==> src/rtl/note_uart_pkg.sv <==
`timescale 1ns/1ps
`default_nettype none
// ============================================================================
//  Module      : note_uart_pkg
//  Description : Shared definitions for the note UART link: note width,
//                default bit timing, transmitter state encoding and the
//                parity helper used by both transmitter and decoder.
//  Revision    : 1.0 - initial release
// ============================================================================
package note_uart_pkg;

  // Width of a note code on the link.
  localparam int NOTE_W = 7;

  // 100 MHz system clock / 115200 baud.
  localparam int CLKS_PER_BIT_DEFAULT = 868;

  // Transmitter frame sequencer states, explicit 2-bit encoding.
  typedef enum logic [1:0] {
    ST_IDLE  = 2'd0,
    ST_START = 2'd1,
    ST_DATA  = 2'd2,
    ST_STOP  = 2'd3
  } uart_state_e;

  // Parity bit that makes the 8-bit data byte {P, note} even.
  function automatic logic note_parity(input logic [NOTE_W-1:0] note);
    return ^note;
  endfunction

endpackage : note_uart_pkg
`default_nettype wire

==> src/rtl/note_fifo2.sv <==
`timescale 1ns/1ps
`default_nettype none
// ============================================================================
//  Module      : note_fifo2
//  Description : Two-entry FIFO of note codes for the UART transmitter.
//                A push while full or a pop while empty is ignored.
//  Ports       : clk_in          - system clock
//                rst_in          - asynchronous reset, active low
//                push_in/data_in - write request and note to store
//                pop_in          - discard the head entry
//                data_out        - head entry (valid when not empty)
//                full_out        - two entries held
//                empty_out       - no entries held
//                count_next_out  - occupancy after the current edge
//  Revision    : 1.0 - initial release
// ============================================================================
module note_fifo2
  import note_uart_pkg::*;
(
  input  logic              clk_in,
  input  logic              rst_in,
  input  logic              push_in,
  input  logic [NOTE_W-1:0] data_in,
  input  logic              pop_in,
  output logic [NOTE_W-1:0] data_out,
  output logic              full_out,
  output logic              empty_out,
  output logic [1:0]        count_next_out
);

  logic [NOTE_W-1:0] mem_q [2];
  logic [NOTE_W-1:0] mem_d [2];
  logic              wr_ptr_q, wr_ptr_d;
  logic              rd_ptr_q, rd_ptr_d;
  logic [1:0]        count_q, count_d;
  logic              push_ok;
  logic              pop_ok;

  always_comb begin
    push_ok  = push_in && (count_q != 2'd2);
    pop_ok   = pop_in  && (count_q != 2'd0);
    mem_d    = mem_q;
    wr_ptr_d = wr_ptr_q;
    rd_ptr_d = rd_ptr_q;
    count_d  = count_q;
    if (push_ok) begin
      mem_d[wr_ptr_q] = data_in;
      wr_ptr_d        = ~wr_ptr_q;
    end
    if (pop_ok) begin
      rd_ptr_d = ~rd_ptr_q;
    end
    case ({push_ok, pop_ok})
      2'b10:   count_d = count_q + 2'd1;
      2'b01:   count_d = count_q - 2'd1;
      default: count_d = count_q;
    endcase
  end

  always_ff @(posedge clk_in or negedge rst_in) begin
    if (!rst_in) begin
      mem_q[0] <= '0;
      mem_q[1] <= '0;
      wr_ptr_q <= 1'b0;
      rd_ptr_q <= 1'b0;
      count_q  <= 2'd0;
    end else begin
      mem_q    <= mem_d;
      wr_ptr_q <= wr_ptr_d;
      rd_ptr_q <= rd_ptr_d;
      count_q  <= count_d;
    end
  end

  assign data_out       = mem_q[rd_ptr_q];
  assign full_out       = (count_q == 2'd2);
  assign empty_out      = (count_q == 2'd0);
  assign count_next_out = count_d;

endmodule : note_fifo2
`default_nettype wire

==> src/rtl/note_uart_tx.sv <==
`timescale 1ns/1ps
`default_nettype none
// ============================================================================
//  Module      : note_uart_tx
//  Description : Buffered 8N1 UART transmitter for note codes. Each note is
//                sent LSB first as {even parity, note[6:0]} framed by a start
//                and a stop bit. Up to two notes are queued; queued frames
//                follow each other with no idle gap.
//  Ports       : clk_in         - system clock
//                rst_in         - asynchronous reset, active low
//                note_in        - note code to send
//                note_valid_in  - note_in holds a note
//                note_ready_out - a note can be accepted this cycle
//                tx_out         - serial line, idle high
//                busy_out       - frame in progress or notes queued
//  Revision    : 1.0 - initial release
// ============================================================================
module note_uart_tx
  import note_uart_pkg::*;
#(
  parameter int CLKS_PER_BIT = CLKS_PER_BIT_DEFAULT
) (
  input  logic              clk_in,
  input  logic              rst_in,
  input  logic [NOTE_W-1:0] note_in,
  input  logic              note_valid_in,
  output logic              note_ready_out,
  output logic              tx_out,
  output logic              busy_out
);

  localparam int                 C_CNT_W   = $clog2(CLKS_PER_BIT);
  localparam logic [C_CNT_W-1:0] C_CNT_MAX = C_CNT_W'(CLKS_PER_BIT - 1);

  uart_state_e        state_q, state_d;
  logic [C_CNT_W-1:0] cnt_q, cnt_d;
  logic [2:0]         bit_q, bit_d;
  logic [7:0]         shreg_q, shreg_d;
  logic               tx_q, tx_d;
  logic               ready_q, ready_d;
  logic               busy_q, busy_d;

  logic              fifo_push;
  logic              fifo_pop;
  logic [NOTE_W-1:0] fifo_head;
  logic              fifo_full;
  logic              fifo_empty;
  logic [1:0]        fifo_count_next;
  logic              bit_done;

  // Registered ready is low through reset and tracks "fewer than two
  // entries" from the first edge after reset onward.
  assign fifo_push = note_valid_in && ready_q && !fifo_full;
  assign bit_done  = (cnt_q == C_CNT_MAX);

  note_fifo2 u_fifo (
    .clk_in         (clk_in),
    .rst_in         (rst_in),
    .push_in        (fifo_push),
    .data_in        (note_in),
    .pop_in         (fifo_pop),
    .data_out       (fifo_head),
    .full_out       (fifo_full),
    .empty_out      (fifo_empty),
    .count_next_out (fifo_count_next)
  );

  // tx_d is the line value for the cycle after the edge, so every bit is
  // emitted straight from a flop and the start bit lands one edge after
  // the note is popped.
  always_comb begin
    state_d  = state_q;
    cnt_d    = cnt_q;
    bit_d    = bit_q;
    shreg_d  = shreg_q;
    tx_d     = tx_q;
    fifo_pop = 1'b0;

    case (state_q)
      ST_IDLE: begin
        cnt_d = '0;
        tx_d  = 1'b1;
        if (!fifo_empty) begin
          fifo_pop = 1'b1;
          state_d  = ST_START;
          shreg_d  = {note_parity(fifo_head), fifo_head};
          tx_d     = 1'b0;
        end
      end

      ST_START: begin
        if (bit_done) begin
          cnt_d   = '0;
          bit_d   = 3'd0;
          state_d = ST_DATA;
          tx_d    = shreg_q[0];
        end else begin
          cnt_d = cnt_q + C_CNT_W'(1);
        end
      end

      ST_DATA: begin
        if (bit_done) begin
          cnt_d = '0;
          if (bit_q == 3'd7) begin
            state_d = ST_STOP;
            tx_d    = 1'b1;
          end else begin
            bit_d   = bit_q + 3'd1;
            shreg_d = {1'b0, shreg_q[7:1]};
            tx_d    = shreg_q[1];
          end
        end else begin
          cnt_d = cnt_q + C_CNT_W'(1);
        end
      end

      ST_STOP: begin
        if (bit_done) begin
          cnt_d = '0;
          if (!fifo_empty) begin
            // Chain straight into the next start bit.
            fifo_pop = 1'b1;
            state_d  = ST_START;
            shreg_d  = {note_parity(fifo_head), fifo_head};
            tx_d     = 1'b0;
          end else begin
            state_d = ST_IDLE;
            tx_d    = 1'b1;
          end
        end else begin
          cnt_d = cnt_q + C_CNT_W'(1);
        end
      end

      default: begin
        state_d = ST_IDLE;
        cnt_d   = '0;
        tx_d    = 1'b1;
      end
    endcase

    ready_d = (fifo_count_next != 2'd2);
    busy_d  = (state_d != ST_IDLE) || (fifo_count_next != 2'd0);
  end

  always_ff @(posedge clk_in or negedge rst_in) begin
    if (!rst_in) begin
      state_q <= ST_IDLE;
      cnt_q   <= '0;
      bit_q   <= 3'd0;
      shreg_q <= 8'd0;
      tx_q    <= 1'b1;
      ready_q <= 1'b0;
      busy_q  <= 1'b0;
    end else begin
      state_q <= state_d;
      cnt_q   <= cnt_d;
      bit_q   <= bit_d;
      shreg_q <= shreg_d;
      tx_q    <= tx_d;
      ready_q <= ready_d;
      busy_q  <= busy_d;
    end
  end

  assign note_ready_out = ready_q;
  assign tx_out         = tx_q;
  assign busy_out       = busy_q;

endmodule : note_uart_tx
`default_nettype wire

==> config.mk <==
export PLATFORM = sky130hd
export DESIGN_NAME = note_uart_tx
export DESIGN_NICKNAME = d
export VERILOG_FILES = /design/src/rtl/note_uart_pkg.sv /design/src/rtl/note_fifo2.sv /design/src/rtl/note_uart_tx.sv
export SDC_FILE = /design/constraint.sdc
export NUM_CORES = 1
export LEC_CHECK = 0
export ABC_CLOCK_PERIOD_IN_PS = 7900
export CELL_PAD_IN_SITES_DETAIL_PLACEMENT = 1
export CELL_PAD_IN_SITES_GLOBAL_PLACEMENT = 2
export CORE_UTILIZATION = 42
export DETAILED_ROUTE_END_ITERATION = 10
export PLACE_DENSITY_LB_ADDON = 0.08
export SETUP_SLACK_MARGIN = 0.3
export SLEW_MARGIN = 20
export SYNTH_ARGS = -nofsm -noshare
export SYNTH_HDL_FRONTEND = slang
export SYNTH_SLANG_ARGS = --single-unit
export TNS_END_PERCENT = 10
==> constraint.sdc <==
create_clock -name clk_in -period 7.9 [get_ports clk_in]
set_input_delay 1.58 -clock clk_in [delete_from_list [all_inputs] [get_ports clk_in]]
set_output_delay 1.58 -clock clk_in [all_outputs]
set_load 0.02 [all_outputs]
Word level (Yosys, flattened, before mapping)
Cells that the tools add are included.
{"block": "totals", "ff_bits": 44, "in_bits": 10, "word_cells": 90}
{"block": "op_classes", "add_sub_neg": 4, "order_cmp": 3, "n_eq_ne": 14, "muxes": 34, "bitwise": 4, "reduce_logical": 19}
{"op": "two-way mux 8 bit", "count": 4}
{"op": "two-way mux 7 bit", "count": 4}
{"op": "case mux 8 bit (3 select lines)", "count": 1}
{"op": "case mux 10 bit (2 select lines)", "count": 1}
{"op": "bitwise mux 14 bit", "count": 1}
{"op": "inequality test 2 bit, second input constant", "count": 6}
{"op": "adder 10 x 1 -> 10 bit, second input constant", "count": 1}
{"op": "== test 10 bit, second input constant", "count": 1}
{"op": "two-way mux 10 bit", "count": 1}
{"op": "two-way mux 2 bit", "count": 5}
{"op": "two-way mux 3 bit", "count": 3}
{"op": "== test 2 bit, second input constant", "count": 4}
{"op": "two-way mux 1 bit", "count": 8}
{"op": "case mux 2 bit (4 select lines)", "count": 1}
{"op": "AND reduction 4 bit", "count": 2}
{"op": "nonzero test 2 bit", "count": 4}
{"op": "demux 7 bit (select 1 bit)", "count": 1}
{"op": "parity 7 bit", "count": 1}
{"op": "case mux 3 bit (2 select lines)", "count": 1}
{"op": "logical AND 1 bit", "count": 5}
{"op": "== test 2 x 1 -> 1 bit, second input constant", "count": 2}
{"op": ">= comparator 2 bit, second input constant", "count": 2}
{"op": "logical NOT 2 bit", "count": 2}
{"op": "NOT 1 -> 2 bit", "count": 2}
{"op": "other kinds (14)", "count": 15}

Depth between registers and ports, before layout
Gate-level depths: netlist (run 1).
{"block": "logic_depth", "word_depth": 9, "ltp_mapped": 10, "depth_no_buf": 10}

Hierarchy
Synthesis (run 1) repeated with hierarchy kept, for this count alone.
{"block": "unflattened", "cells_unflattened": 200, "area_unflattened_um2": 2351.0}
{"mod": "note_uart_tx", "instances": 1, "cells_each": 145, "area_each_um2": 1537.7}
{"mod": "note_fifo2", "instances": 1, "cells_each": 55, "area_each_um2": 813.3}

Least setup slack after synthesis (run 1)
OpenSTA, ideal clock, no wires.
{"block": "synth_timing", "path_type": "input-to-reg", "from": "input note_valid_in", "to": "register busy_q (netlist: busy_out)", "setup_time_ns": 0.138, "arrival_time_ns": 2.653, "slack_ns": 5.109, "stages": 4, "path_buffers": 0, "path_cell_list": "o211ai_1 -> ha_1 -> xnor2_1 -> or4_1"}
{"block": "synth_via", "elab_chain_len": 7, "elab_cells_between_ends": 8, "cone_classes": "2 x eq/ne; 1 x mux; 5 x reduce/logical"}
{"item": "start, declared", "line": "note_uart_tx.sv:26", "text": "input logic note_valid_in,"}
{"item": "logical AND 1 bit * (2 in a row)", "line": "note_uart_tx.sv:53", "text": "assign fifo_push = note_valid_in && ready_q && !fifo_full;"}
{"item": "logical AND 1 bit *", "line": "note_fifo2.sv:40", "text": "push_ok = push_in && (count_q != 2'd2);"}
{"item": "== test 2 x 1 -> 1 bit or == test 2 bit (tied branches)", "line": "note_fifo2.sv:53", "text": "case ({push_ok, pop_ok})"}
{"item": "case mux 2 bit (2 select lines) *", "line": "note_fifo2.sv:53"}
{"item": "via fifo_count_next[0]", "line": "note_uart_tx.sv:48", "text": "logic [1:0] fifo_count_next;"}
{"item": "nonzero test 2 bit *", "line": "note_uart_tx.sv:144", "text": "busy_d = (state_d != ST_IDLE) || (fifo_count_next != 2'd0);"}
{"item": "logical OR 1 bit *", "line": "note_uart_tx.sv:144"}
{"item": "via busy_d", "line": "note_uart_tx.sv:41", "text": "logic busy_q, busy_d;"}
{"item": "end signal, assigned", "line": "note_uart_tx.sv:163", "text": "busy_q <= busy_d;"}
{"item": "end, declared", "line": "note_uart_tx.sv:41"}
The timed path passes the listed nets; every way through them passes the cells marked *.
A chain may end at the register's enable or synchronous reset.

Final worst setup path (run 1)
{"block": "layout_timing", "from": "register cnt_q[0]", "to": "register busy_q (netlist: busy_out)"}
{"block": "layout_via", "elab_chain_len": 8, "elab_cells_between_ends": 14, "cone_classes": "3 x eq/ne; 7 x mux; 4 x reduce/logical"}
{"item": "start, declared", "line": "note_uart_tx.sv:36", "text": "logic [C_CNT_W-1:0] cnt_q, cnt_d;"}
{"item": "start signal, assigned", "line": "note_uart_tx.sv:158", "text": "cnt_q <= cnt_d;"}
{"item": "== test 10 bit *", "line": "note_uart_tx.sv:54", "text": "assign bit_done = (cnt_q == C_CNT_MAX);"}
{"item": "two-way mux 1 bit *", "line": "note_uart_tx.sv:119", "text": "if (bit_done) begin"}
{"item": "case mux 1 bit (2 select lines) *", "line": "note_uart_tx.sv:79", "text": "case (state_q)"}
{"item": "logical AND 1 bit *", "line": "note_fifo2.sv:41", "text": "pop_ok = pop_in && (count_q != 2'd0);"}
{"item": "via u_fifo.pop_ok", "line": "note_fifo2.sv:37", "text": "logic pop_ok;"}
{"item": "== test 2 x 1 -> 1 bit or == test 2 bit (tied branches)", "line": "note_fifo2.sv:53"}
{"item": "case mux 2 bit (2 select lines) *", "line": "note_fifo2.sv:53"}
{"item": "via fifo_count_next[0]", "line": "note_uart_tx.sv:48"}
{"item": "nonzero test 2 bit *", "line": "note_uart_tx.sv:144"}
{"item": "logical OR 1 bit *", "line": "note_uart_tx.sv:144"}
{"item": "via busy_d", "line": "note_uart_tx.sv:41"}
Marked as above.

==> results of run 1 <==
layer usage:
metal  routed length (um)  global-route usage [%]  part of all wire [%]
met5                    0                       0                     0
met1                 1950                    23.2                    46
met4                   41                    5.77                  0.97
met3                  118                    4.39                   2.8
met2                 2130                    30.5                    50
power by group:
| part | leakage, nW | switching (mW) | total (mW) | internal, mW |
|---|---|---|---|---|
| Sequential | 0.545 | 0.0268 | 0.300 | 0.273 |
| Combinational | 0.525 | 0.0932 | 0.198 | 0.105 |
| Clock | 0.0410 | 0.0690 | 0.129 | 0.0601 |
| Total | 1.11 | 0.189 | 0.627 | 0.438 |
final cells by class:
cell class,instances,area share (%)
clock buffer,6,3.00
clock inverter,1,0.207
sequential,44,45.5
inverter,5,0.775
tap,67,3.46
timing repair buffer,12,4.75
multi-input combinational,144,42.3
synthesized netlist by cell type:
master,instances,share of area (%)
dfrtp_1,43,50
nor2_1,20,3.5
nand2_1,19,3.3
mux2_2,16,8.3
o21ai_0,10,2.3
a21oi_1,9,2.1
xnor2_1,9,3.6
xor2_1,9,3.6
ha_1,8,4.6
mux2i_1,7,3.2
nand3_1,7,1.6
clkbuf_1,6,1.0
a22o_1,5,2.0
inv_1,5,0.86
and3_1,4,1.2
o31ai_1,3,1.0
or2_2,3,0.86
nand2b_1,2,0.58
a21boi_0,1,0.35
a21o_1,1,0.35
a21oi_2,1,0.40
a2bb2oi_1,1,0.40
a31oi_1,1,0.29
buf_6,1,0.52
dfstp_2,1,1.2
nand4bb_1,1,0.52
nor2b_1,1,0.29
nor4_1,1,0.29
o211ai_1,1,0.35
o211ai_2,1,0.58
o221ai_1,1,0.40
or4_1,1,0.35
or4_4,1,0.52
cells by family (layout without fill, tap and decap cells):
kind of cell	after synthesis	in the layout	synth area share (%)
AO/OA/AOI/OAI	35	35	10.5
XOR/XNOR	18	18	7.26
adder cells (fa/ha/maj)	8	8	4.61
buffers and inverters	12	24	2.42
flip-flops	44	44	50.7
multiplexers	23	23	11.5
AND/OR/NAND/NOR	60	60	12.9
state kept, by name, indices dropped and copies added, names as in the netlist:
name,flops
bit_q,3
cnt_q,10
u_fifo.count_q,2
u_fifo.mem_q,14
shreg_q,8
u_fifo.rd_ptr_q,1
note_ready_out,1
tx_out,1
busy_out,1
state_q,2
u_fifo.wr_ptr_q,1
final timing paths:
| kind | end | depth (start not counted) |
|---|---|---|
| setup / recovery | busy_out | 8 |
| min in group asynchronous | note_ready_out | 1 |
| hold reg to reg | shreg_q[4] | 2 |
| max in group asynchronous | cnt_q[9] | 1 |
| hold / removal | shreg_q[4] | 2 |
| setup reg to reg | busy_out | 8 |
worst max-delay path, delay by kind of cell (launching register included):
family | cells | cell delay [ns]
fa+ha+maj | 2 | 0.60
simple gates | 4 | 1.56
compound gates | 1 | 0.34
flops | 1 | 0.40
xor+xnor | 1 | 0.16
per-stage QoR:
step	util (%)	std cells	hold WS [ns]	cell area [sq um]	setup slack [ns]
after floorplan	-	200	0.447	2170	5.11
after global placement	48.2	272	0.466	2340	4.61
after detailed placement	48.2	272	0.478	2340	4.55
after CTS	49.8	279	0.494	2410	4.76
after global routing	49.9	279	0.520	2420	4.49
final	49.9	279	0.492	2420	4.72
==> flow_metrics.tcl, run 1 <==
set metrics [dict create \
    status "finished clean" \
    maxSlewViolCount 0 \
    critPathKind "reg2reg" \
    crit_chain "ha_1 > nand4bb_1 > nor4_1 > nand2_1 > a21boi_0 > ha_1 > xnor2_1 > or4_1" \
    overflow 0 \
    vias_per_cell 5.28 \
    io_pins 13 \
    seq_area_frac_synth_pct 50.7 \
    cts_buffers 5 \
    fin_crit_sh_pct 40.2 \
    grt_pass1_wl_um 7390 \
    numPortBuffers 12 \
    critPathMostFrequentCell "ha_1" \
    end_kind "flop" \
    clkSinkCount 44 \
    fin_worst_skew_ns 0.00560 \
    core-area_sq_mm 0.00485 \
    timing.final.hold_violations 0 \
    avgSynthCellArea_sq_um 10.9 \
    peakVddDrop_mv 0.148 \
    hold_path_class "reg2reg" \
    hp-start "shreg_q[4]" \
    slew_headroom_pct 36.7 \
    synth_nets 218 \
    ys_seq_elements 44 \
    cp-start-kind "flop" \
    max_freq_mhz 315 \
    worstPathRequired_ns 8.06 \
    clk_latency_ns 0.29 \
    arrival_ns 3.34 \
    syn2layout_area_growth_pct 11.5 \
    ys.warnings.count 0 \
    grt_usage_pct 18.2 \
    drt_iter0_drc 21 \
    antenna_found_initial 0 \
    drcViolationCount 0 \
    fin_nets 230 \
    power.leakage_nw 1.11 \
    r2r_start "cnt_q[0]" \
    die_h_um 73.9 \
    initial_utilization_pct 44.8 \
    fin_crit_ns 3.18 \
    cp-startpoint "cnt_q[0]" \
    place_congestion 0.795 \
    syn_area_sq_mm 0.00217 \
    cts_tree "built" \
    synth_cells 200 \
    drive_above_1_share_pct 14.6 \
    die-area_sq_mm 0.00546 \
    post-cts-setup-buffers 0 \
    mostFrequentLayoutCells "dfrtp_1 (43), nor2_1 (20), nand2_1 (19)" \
    rrSetupSlack_ns 4.72 \
    clockBufferDepth 2 \
    num_vias 1474 \
    fillers 552 \
    synth_cell_types 33 \
    die_w_um 73.9 \
    htree_levels 2 \
    worst-path-max-fanout 5 \
    tightest_slew_ns 0.950 \
    regArea_sq_mm 0.00110 \
    grt_pass1_vias 1566 \
    final_common_cell "dfrtp_1" \
    hpwl_um 3200 \
    fin_setup_tns_ns 0 \
    cts_hold_buf 0 \
    wl_per_cell_um 15.2 \
    setup_viol 0 \
    path_clk_slew_ns 0.08 \
    total_power_mw 0.627 \
    cts_resized 0 \
    slowest_stage "nor4_1" \
    max_cap_violations 0 \
    cpPeakStageDelay_ns 0.77 \
    diodes 0 \
    p_per_area_mw_per_mm2 259 \
    wl_um 4240 \
    grt_max_degree 45 \
    antenna_left 0 \
    multi_input_area_sq_mm 0.00102 \
    cts-root-buf "clkbuf_8" \
    rsz0062_at_grt "no" \
    firstDrtPassIters 4 \
    rows 25 \
]
(Power assumes the default switching activity.)
==> inputs of run 2 (changes only) <==
--- a/config.mk
+++ b/config.mk
@@ -5,10 +5,10 @@
 export SDC_FILE = /design/constraint.sdc
 export NUM_CORES = 1
 export LEC_CHECK = 0
-export ABC_CLOCK_PERIOD_IN_PS = 7900
+export ABC_CLOCK_PERIOD_IN_PS = 2750
 export CELL_PAD_IN_SITES_DETAIL_PLACEMENT = 1
 export CELL_PAD_IN_SITES_GLOBAL_PLACEMENT = 2
-export CORE_UTILIZATION = 42
+export CORE_UTILIZATION = 35
 export DETAILED_ROUTE_END_ITERATION = 10
 export PLACE_DENSITY_LB_ADDON = 0.08
 export SETUP_SLACK_MARGIN = 0.3
==> constraint.sdc (replaced) <==
create_clock -name clk_in -period 2.75 [get_ports clk_in]
set_input_delay 0.55 -clock clk_in [delete_from_list [all_inputs] [get_ports clk_in]]
set_output_delay 0.55 -clock clk_in [all_outputs]
set_load 0.02 [all_outputs]
==> flow_metrics.tcl, run 2 (synthesis gave the netlist of run 1 again) <==
set metrics [dict create \
    maxSlewViolCount 0 \
    antenna_left 0 \
    die-area_sq_mm 0.00652 \
    clk_latency_ns 0.29 \
    grt_max_degree 45 \
    top_regs "u_fifo.mem_q: 14 flops, cnt_q: 10 flops, shreg_q: 8 flops" \
    setup_viol 0 \
    worst_slack_ns 0.477 \
    tightest_slew_ns 0.565 \
    cts_buffers 5 \
    drive_above_1_share_pct 18.8 \
    die_w_um 80.8 \
    cp-start-kind "flop" \
    rsz0062_at_grt "no" \
    io_pins 13 \
    fillers 682 \
    largest_reg_flops 14 \
    initial_utilization_pct 36.5 \
    firstDrtPassIters 4 \
    grt_usage_pct 16.3 \
    die_h_um 80.8 \
    fin_crit_sh_pct 82.6 \
    syn2layout_area_growth_pct 17.9 \
    wl_per_cell_um 15.5 \
    wl_um 4560 \
    timing.final.hold_violations 0 \
    power.leakage_nw 1.18 \
    arrival_ns 2.44 \
    critPathKind "reg2reg" \
    top_register "u_fifo.mem_q" \
    grt_pass1_vias 1648 \
    worstPathRequired_ns 2.92 \
    peakVddDrop_mv 0.396 \
    slew_headroom_pct 62.3 \
    fin_setup_tns_ns 0 \
    fin_crit_ns 2.27 \
    htree_levels 2 \
    hold_path_class "in2async" \
    num_vias 1518 \
    regArea_sq_mm 0.00110 \
    hpwl_um 3220 \
    clkSinkCount 44 \
    clockBufferDepth 2 \
    grt_pass1_wl_um 7930 \
    cts-root-buf "clkbuf_8" \
    final_common_cell "dfrtp_1" \
    end_kind "flop" \
    cts_hold_buf 0 \
    worst-path-max-fanout 10 \
    place_congestion 0.780 \
    fin_worst_skew_ns 0.00597 \
    pre_cts_ws_ns 0.0636 \
    max_freq_mhz 440 \
    multi_input_area_sq_mm 0.00106 \
    mostFrequentLayoutCells "dfrtp_1 (43), nor2_1 (20), nand2_1 (19)" \
    fin_nets 235 \
    drcViolationCount 0 \
    cts_tree "built" \
    vias_per_cell 5.18 \
    numPortBuffers 12 \
    antenna_found_initial 0 \
    rows 28 \
    overflow 0 \
    status "finished clean" \
    diodes 0 \
    path_clk_slew_ns 0.09 \
    drt_iter0_drc 39 \
    core-area_sq_mm 0.00596 \
    max_cap_violations 0 \
    p_per_area_mw_per_mm2 773 \
]
[run 2: changes by cell type in the layout (fill, tap and decap cells not counted), sizes merged]
cell / previous run / this run
buf: 1 / 6
bufinv: 0 / 1
clkbuf: 6 / 7
clkinv: 1 / 0
[run 2: path summary, 6_finish.rpt]
| path | startpoint | endpoint | slack [ns] | cells after the start |
|---|---|---|---|---|
| max in group asynchronous | rst_in | cnt_q[4] | 2.12 | 1 |
| worst min-delay path | rst_in | busy_out | 0.24 | 1 |
| min in group clk_in | shreg_q[2] | shreg_q[2] | 0.49 | 2 |
| worst max-delay path | cnt_q[0] | busy_out | 0.48 | 6 |
| worst min register to register | shreg_q[2] | shreg_q[2] | 0.49 | 2 |
| worst max register to register | cnt_q[0] | busy_out | 0.48 | 6 |
[run 2: worst max-delay path: stages (launching register included)]
cell and delay (ns):
dfrtp_1 0.42, ha_4 0.20, nand4bb_4 0.13, or4_4 0.61, a21oi_2 0.18, o211ai_2 0.10
or4_1 0.51
[run 2: repair_timing]
item | CTS | global route
endpoints found under the setup margin | 1 | 1
buffers inserted | 2 | 0
pin swaps | 1 | 1
gates resized for setup | 5 | 1
[run 2: report_power, final]
| group | leakage (nW) | total, mW | switching [mW] | internal [mW] |
|---|---|---|---|---|
| registers | 0.545 | 0.862 | 0.0785 | 0.783 |
| clock network | 0.0645 | 0.546 | 0.226 | 0.321 |
| logic | 0.566 | 0.573 | 0.270 | 0.302 |
[run 2: area by class of cell]
cell class	instances	share of cell area [%]
clock inverter	1	1.17
inverter	5	0.733
timing repair buffer	17	6.06
tap	75	3.66
clock buffer	7	3.76
multi-input combinational	144	41.6
sequential	44	43.0
[run 2: per-stage QoR]
| step | util, % | cells | area, sq um | hold WS (ns) | total power, mW |
|---|---|---|---|---|---|
| after floorplan | - | 200 | 2180 | 0.254 | 1.31 |
| after global placement | 39.9 | 283 | 2380 | 0.461 | 1.42 |
| after detailed placement | 39.9 | 283 | 2380 | 0.476 | 1.46 |
| after CTS | 42.7 | 293 | 2540 | 0.448 | 2.01 |
| after global routing | 43.0 | 293 | 2560 | 0.273 | 2.12 |
| final | 43.0 | 293 | 2560 | 0.241 | 1.98 |
[run 2: routing by layer]
layer | vias to the layer above | share of wire (%) | routed length [um] | global-route usage (%)
met1 | 772 | 45 | 2030 | 19.6
met2 | 15 | 51 | 2330 | 27.9
met4 | 0 | 2.2 | 99 | 6.96
met3 | 9 | 2.1 | 97 | 3.71
met5 | - | 0 | 0 | 0
li1 | 722 | - | - | -
==> inputs of run 3 (changes only) <==
--- a/config.mk
+++ b/config.mk
@@ -5,10 +5,10 @@
 export SDC_FILE = /design/constraint.sdc
 export NUM_CORES = 1
 export LEC_CHECK = 0
-export ABC_CLOCK_PERIOD_IN_PS = 2750
+export ABC_CLOCK_PERIOD_IN_PS = 2100
 export CELL_PAD_IN_SITES_DETAIL_PLACEMENT = 1
 export CELL_PAD_IN_SITES_GLOBAL_PLACEMENT = 2
-export CORE_UTILIZATION = 35
+export CORE_UTILIZATION = 39
 export DETAILED_ROUTE_END_ITERATION = 10
 export PLACE_DENSITY_LB_ADDON = 0.08
 export SETUP_SLACK_MARGIN = 0.3
==> constraint.sdc (replaced) <==
create_clock -name clk_in -period 2.1 [get_ports clk_in]
set_input_delay 0.42 -clock clk_in [delete_from_list [all_inputs] [get_ports clk_in]]
set_output_delay 0.42 -clock clk_in [all_outputs]
set_load 0.02 [all_outputs]
==> flow_metrics.tcl, run 3 (synthesis gave the netlist of run 1 again) <==
set metrics [dict create \
    status "finished, violations left" \
    violations "setup timing" \
    diodes 0 \
    die-area_sq_mm 0.00587 \
    clockBufferDepth 2 \
    top_register "u_fifo.mem_q" \
    fin_crit_ns 2.21 \
    worstPathRequired_ns 2.26 \
    max_cap_violations 0 \
    io_pins 13 \
    rows 26 \
    tightest_slew_ns 0.596 \
    hpwl_um 3700 \
    hold_ws_ns 0.125 \
    end_kind "flop" \
    cts-root-buf "clkbuf_8" \
    arrival_ns 2.37 \
    pre_cts_ws_ns -0.131 \
    fin_nets 264 \
    wl_per_cell_um 16.0 \
    clkSinkCount 44 \
    grt_pass1_wl_um 8610 \
    grt_pass1_vias 1842 \
    path_clk_slew_ns 0.08 \
    antenna_found_initial 0 \
    drcViolationCount 0 \
    fin_crit_sh_pct 105 \
    die_h_um 76.6 \
    drive_above_1_share_pct 33.3 \
    hold_path_class "in2async" \
    syn2layout_area_growth_pct 31.0 \
    numPortBuffers 12 \
    cts_tree "built" \
    largest_reg_flops 14 \
    peakVddDrop_mv 0.539 \
    drt_iter0_drc 35 \
    critPathKind "reg2reg" \
    final_common_cell "dfrtp_1" \
    num_vias 1636 \
    p_per_area_mw_per_mm2 905 \
    mostFrequentLayoutCells "dfrtp_1 (43), buf_4 (32), nor2_1 (18)" \
    p_comb_share_pct 36.8 \
    die_w_um 76.6 \
    grt_usage_pct 18.7 \
    total_power_mw 2.58 \
    setup_viol 1 \
    worst-path-max-fanout 2 \
    cts_buffers 5 \
    top_regs "u_fifo.mem_q: 14 flops, cnt_q: 10 flops, shreg_q: 8 flops" \
    clkPwrFrac_pct 19.7 \
    slew_headroom_pct 60.3 \
    grt_max_degree 25 \
    vias_per_cell 5.18 \
    postLayoutCoreUtil_pct 54.3 \
    cp-start-kind "flop" \
    firstDrtPassIters 4 \
    power.leakage_nw 1.35 \
    worst_slack_ns -0.106 \
    htree_levels 2 \
    initial_utilization_pct 41.5 \
    place_congestion 0.779 \
    core-area_sq_mm 0.00524 \
    clk_latency_ns 0.29 \
    seq_power_share_pct 43.6 \
    max_freq_mhz 453 \
    antenna_left 0 \
    overflow 0 \
    wl_um 5050 \
    swShare_pct 31.4 \
    cts_hold_buf 0 \
    p_int_mw 1.77 \
    p_switching_mw 0.808 \
    rsz0062_at_grt "yes" \
    maxSlewViolCount 0 \
    fin_worst_skew_ns 0.00694 \
    fin_setup_tns_ns -0.106 \
    timing.final.hold_violations 0 \
]
[run 3: power groups by stage]
stage               Sequential (mW)  Clock (mW)  Combinational [mW]
global route                   1.15       0.564                1.05
CTS                            1.12       0.527               0.874
global placement               1.12           0               0.823
finish                         1.12       0.506               0.947
detailed placement             1.13           0               0.865
floorplan                      1.12           0               0.589
[run 3: area by class of cell]
class | instances | area (sq um)
inverter | 5 | 18.8
tap | 70 | 87.6
sequential | 44 | 1100
timing repair buffer | 46 | 389
clock buffer | 5 | 68.8
multi-input combinational | 144 | 1170
fill | 563 | 2390
clock inverter | 2 | 12.5
[run 3: final timing paths]
kind / start / to / slack, ns / depth (start not counted)
hold / removal: rst_in / u_fifo.mem_q[1] / 0.12 / 1
setup reg to reg: cnt_q[1] / busy_out / -0.11 / 8
max in group asynchronous: rst_in / tx_out / 1.32 / 2
min in group clk_in: shreg_q[0] / shreg_q[0] / 0.49 / 2
setup / recovery: cnt_q[1] / busy_out / -0.11 / 8
hold reg to reg: shreg_q[0] / shreg_q[0] / 0.49 / 2
[run 3: what timing repair did]
| item | 4_1_cts | 5_1_grt |
|---|---|---|
| buffers inserted | 1 | 3 |
| setup endpoints to repair | 22 | 32 |
| resized for setup | 4 | 24 |
| pin swaps | 7 | 8 |
[run 3: stage by stage]
step / instances / area (sq um)
after floorplan: 200 / 2190
after detailed placement: 305 / 2590
final: 316 / 2850
after CTS: 313 / 2690
after global placement: 305 / 2590
after global routing: 316 / 2850
[run 3: critical path, stage by stage (launching register included)]
cell,delay [ns]
dfrtp_1,0.40
ha_4,0.17
nand4bb_4,0.12
nor4_4,0.18
nand2_1,0.10
a21boi_2,0.22
ha_4,0.25
xnor2_2,0.13
or4_1,0.51
[run 3: per-layer routing]
| metal | vias up | track usage, % | share of wire (%) |
|---|---|---|---|
| met5 | - | 0 | 0 |
| met4 | 0 | 6.15 | 0.75 |
| met3 | 4 | 3.83 | 1.8 |
| met2 | 13 | 33.5 | 53 |
| met1 | 836 | 22.2 | 44 |
| li1 | 783 | - | - |
